[src/rtl/axi_burst_seq.sv]
// AXI burst address sequencer: accepts one burst request and emits per-beat addresses.
// Optional WRAP support is compiled in when AXI_WRAP_BURST_EN is defined.
`ifndef ADDR_WIDTH
`define ADDR_WIDTH 32
`endif
`ifndef LEN_BITS
`define LEN_BITS 8
`endif
`ifndef SIZE_BITS
`define SIZE_BITS 3
`endif

module axi_burst_seq (
  input  logic                   i_clk,
  input  logic                   i_rst,
  input  logic                   i_req_valid,
  output logic                   o_req_ready,
  input  logic [`ADDR_WIDTH-1:0] i_req_addr,
  input  logic [`LEN_BITS-1:0]   i_req_len,
  input  logic [`SIZE_BITS-1:0]  i_req_size,
  input  logic [1:0]             i_req_burst,
  output logic                   o_beat_valid,
  input  logic                   i_beat_ready,
  output logic [`ADDR_WIDTH-1:0] o_beat_addr,
  output logic [`LEN_BITS-1:0]   o_beat_idx,
  output logic                   o_beat_last,
  output logic                   o_busy
);

  localparam int unsigned AW = `ADDR_WIDTH;
  localparam int unsigned LW = `LEN_BITS;
  localparam int unsigned SW = `SIZE_BITS;

  typedef enum logic {S_IDLE = 1'b0, S_BURST = 1'b1} state_e;

  state_e          state_q;
  logic [AW-1:0]   addr_q;
  logic [LW-1:0]   idx_q;
  logic            last_q;
  logic [LW-1:0]   len_q;
  logic [SW-1:0]   size_q;
  logic [1:0]      burst_q;

  logic [AW-1:0]   step;
  logic [AW-1:0]   incr_addr;
  logic [AW-1:0]   addr_d;
  logic [LW-1:0]   idx_d;

`ifdef AXI_WRAP_BURST_EN
  logic            wrap_len;
  logic [AW-1:0]   wrap_mask;
`endif

  // Address of the following beat, derived from the latched burst type.
  always_comb begin
    step      = AW'(1) << size_q;
    incr_addr = addr_q + step;
    addr_d    = incr_addr;
    idx_d     = idx_q + LW'(1);
`ifdef AXI_WRAP_BURST_EN
    wrap_len  = (len_q == LW'(1)) || (len_q == LW'(3)) ||
                (len_q == LW'(7)) || (len_q == LW'(15));
    wrap_mask = ((AW'(len_q) + AW'(1)) << size_q) - AW'(1);
`endif
    if (burst_q == 2'd0) begin
      addr_d = addr_q;
    end
`ifdef AXI_WRAP_BURST_EN
    else if ((burst_q == 2'd2) && wrap_len) begin
      addr_d = (addr_q & ~wrap_mask) | (incr_addr & wrap_mask);
    end
`endif
  end

  // Sequencer state and beat registers.
  always_ff @(posedge i_clk) begin
    if (i_rst) begin
      state_q <= S_IDLE;
      addr_q  <= '0;
      idx_q   <= '0;
      last_q  <= 1'b0;
      len_q   <= '0;
      size_q  <= '0;
      burst_q <= '0;
    end else begin
      case (state_q)
        S_IDLE: begin
          if (i_req_valid) begin
            state_q <= S_BURST;
            addr_q  <= i_req_addr;
            idx_q   <= '0;
            last_q  <= (i_req_len == '0);
            len_q   <= i_req_len;
            size_q  <= i_req_size;
            burst_q <= i_req_burst;
          end
        end
        S_BURST: begin
          if (i_beat_ready) begin
            if (last_q) begin
              state_q <= S_IDLE;
            end else begin
              addr_q <= addr_d;
              idx_q  <= idx_d;
              last_q <= (idx_d == len_q);
            end
          end
        end
        default: state_q <= S_IDLE;
      endcase
    end
  end

  assign o_req_ready  = (state_q == S_IDLE);
  assign o_beat_valid = (state_q == S_BURST);
  assign o_busy       = (state_q == S_BURST);
  assign o_beat_addr  = addr_q;
  assign o_beat_idx   = idx_q;
  assign o_beat_last  = last_q;

endmodule

[config.mk]
export PLATFORM = sky130hd
export DESIGN_NAME = axi_burst_seq
export DESIGN_NICKNAME = d
export VERILOG_FILES = /design/src/rtl/axi_burst_seq.sv
export SDC_FILE = /design/constraint.sdc
export NUM_CORES = 1
export LEC_CHECK = 0
export CORE_ASPECT_RATIO = 0.6
export CORE_MARGIN = 5
export CORE_UTILIZATION = 35
export DETAILED_ROUTE_END_ITERATION = 16
export PLACE_DENSITY_LB_ADDON = 0.2
export RECOVER_POWER = 25
export SYNTH_ARGS = -nofsm -noshare
export SYNTH_HDL_FRONTEND = slang
export SYNTH_SLANG_ARGS = --single-unit
export TNS_END_PERCENT = 5
[constraint.sdc]
create_clock -name i_clk -period 2.9 [get_ports i_clk]
set_input_delay 0.435 -clock i_clk [delete_from_list [all_inputs] [get_ports i_clk]]
set_output_delay 0.435 -clock i_clk [all_outputs]
set_load 0.05 [all_outputs]
==> out/results.ini, run 1 <==
[worst_setup_path]
worstSetupPathType = primary input to flop
r2r_slack_ps = 270
worst_path_most_repeated_cell = nor2_1
reg2reg_depth = 8
rr_startpoint = size_q[0]
crit_slowest_cell = clkbuf_1
crit_path_start = i_req_valid
critPathRequiredTime_ps = 3070
max_stage_delay_ps = 890
critical_path.endpoint = o_beat_idx[6]
regToRegEndpoint = o_beat_addr[17]
startpoint_type = primary input
cp-end-kind = flop
arrival_ps = 2890
path_cells = clkdlybuf4s50_1 -> nor2b_2 -> clkbuf_1 -> nor2_1 -> o21ai_0 -> o31a_1 -> nor2_1
path_max_fanout = 22

[clock_network]
insertion_delay_ps = 300
ctsHoldBuffers = 0
cts_made_buffers = 5
root_buffer = clkbuf_16
htreeDepth = 2
post-cts-setup-buffer-count = 0
clk_pin_slew_ps = 70
cts.sinks = 55
cts_tree = built
clk_path_buf_depth = 2

[timing]
tightest_slew_ps = 1190
finalSetupViolations = 0
period_share = 0.938
relSlewSlack = 0.207
skew_ps = 6.49
fmax_ghz = 0.367
tns_ps = 0
setup_ws_ps = 179
hold_viol_final = 0
min_period_ps = 2720
slew_viol_final = 0
rsz0062_at_grt = false

[status]
status = completed

[place]
gp_congestion = 0.889
postPlaceCellArea_sq_mm = 0.00457
dp.cells = 667
place_hpwl_mm = 8.59
port_buffers = 92
place_ws_ps = 238

[final_layout]
drive_gt1_frac = 0.0667
finish.instance_area_sq_mm = 0.00470
finalNonFillerCells = 675
syn2layout_area_growth_pct = 32.2
num_antenna_cells = 0
nNetsFinal = 598

[power_and_ir_drop]
pwr_density_cell_mw_per_mm2 = 444
power_mw = 2.09
p_leak_nw = 1.76
ir_worst_vdd_uv = 230

[routing]
first_iter_violations = 325
wire_per_inst_microns = 17.2
firstDrtPassIters = 5
drc = 0
routed_wl_mm = 11.6
ant_nets = 0
vias = 3799
via_per_inst = 5.63

[grt]
grt_pass1_vias = 3512
grt_pass1_wl_mm = 18.9
grt_usage = 0.191
grt_max_degree = 50
gr-total-overflow = 0
antenna_found_initial = 0

[yosys]
syn_area_sq_mm = 0.00355
yosysTopAreaCell = dfxtp_1
synthCells = 457
syn_area_per_cell_sq_um = 7.78
ys_async_sr_fraction = 0
ys_ff_latch = 55
synth_seq_area_share = 0.310
synth_edf_count = 0
yosys-top-cells-area = dfxtp_1, a21oi_1, nand2_1
ys_top_cells_by_count = dfxtp_1, nand2_1, a21oi_1
synthesis.nets = 516
synth_top_area_share = 0.310
ys_types = 64
ys.flop_type = dfxtp_1
ys_warn_count = 0

[die]
core_area_sq_mm = 0.00988
rows = 28
die_h_microns = 88.1
die_area_sq_mm = 0.0123
start_util = 0.360
fp.dieW_microns = 140
io_pins = 93

[worst_hold_path]
min_path_type = flop to flop

[flow_run]
cap_violations = 0

critical path: cells and delay by family:
kind | cells | cell delay [ps]
buf+inv | 2 | 1490
simple gates | 3 | 550
compound gates | 2 | 410
kinds of logic (layout without fill, tap and decap cells):
family	count (synthesis)	after routing	synth area share
flip-flops	55	55	0.310
AO/OA/AOI/OAI	137	137	0.247
buffers and inverters	38	121	0.0584
adder cells (fa/ha/maj)	10	10	0.0373
multiplexers	11	11	0.0313
XOR/XNOR	18	18	0.0444
AND/OR/NAND/NOR	188	188	0.272
final cells by class:
| class | count | area (sq um) |
|---|---|---|
| Clock buffer | 7 | 133 |
| Inverter | 5 | 18.8 |
| Clock inverter | 1 | 5.00 |
| Multi-Input combinational cell | 364 | 2260 |
| Sequential cell | 55 | 1100 |
| Timing Repair Buffer | 108 | 1010 |
| Fill cell | 978 | 5180 |
| Tap cell | 135 | 169 |
how the worst min path moves through the flow:
| stage | start | endpoint | slack, ps | cells after the start |
|---|---|---|---|---|
| 2_1_floorplan | burst_q[0] | burst_q[0] | 450 | 2 |
| 4_1_cts | len_q[4] | len_q[4] | 470 | 2 |
| 3_3_place_gp | burst_q[0] | burst_q[0] | 460 | 2 |
| 3_5_place_dp | len_q[4] | len_q[4] | 460 | 2 |
| 6_report | burst_q[0] | burst_q[0] | 470 | 2 |
| 5_1_grt | len_q[0] | len_q[0] | 500 | 2 |
flip-flops by register name, summed over array words and instances, names as in the netlist:
name,cells
size_q,3
o_beat_addr,32
len_q,8
o_beat_last,1
o_beat_valid,1
o_beat_idx,8
burst_q,2
metal layers:
layer	routed length, microns	vias up	GRT usage
met2	4520	147	0.261
met1	6100	1783	0.295
met4	131	0	0.0440
met3	889	10	0.0480
li1	-	1859	-
met5	0	-	0
power by group:
group          switching [mW]  internal [mW]  total (mW)
Sequential             0.0686          0.807       0.876
Clock                   0.282          0.321       0.602
Combinational           0.367          0.243       0.610
Total                   0.717           1.37        2.09
layout by cell type (no fill, tap or decap), types with 11 or more instances in the layout:
cell             synthesis  routed
nor2_1                  37      35
dfxtp_1                 55      55
and3_1                  18      18
a21oi_1                 52      52
nand3_1                 23      23
a31oi_1                 11      11
clkdlybuf4s50_1          0      87
buf_4                    2      15
xnor2_1                 14      14
nand2_1                 55      55
o21ai_0                 17      17
what timing repair did:
action | CTS | global route
endpoints found under the hold margin | 0 | 0
endpoints found under the setup margin | 0 | 1
gates resized for setup | 0 | 2
through the flow:
| stage | utilization | hold slack, ps |
|---|---|---|
| finish | 0.476 | 471 |
| global route | 0.476 | 504 |
| floorplan | - | 446 |
| global placement | 0.462 | 455 |
| CTS | 0.476 | 472 |
| detailed placement | 0.462 | 462 |
(Power assumes the default switching activity.)
==> run 2: changes to the inputs <==
--- a/config.mk
+++ b/config.mk
@@ -11,6 +11,7 @@
 export DETAILED_ROUTE_END_ITERATION = 16
 export PLACE_DENSITY_LB_ADDON = 0.2
 export RECOVER_POWER = 25
+export SLEW_MARGIN = 20
 export SYNTH_ARGS = -nofsm -noshare
 export SYNTH_HDL_FRONTEND = slang
 export SYNTH_SLANG_ARGS = --single-unit
==> results of run 2 <==
The final DEF is identical to that of run 1; final timing and power are the same.
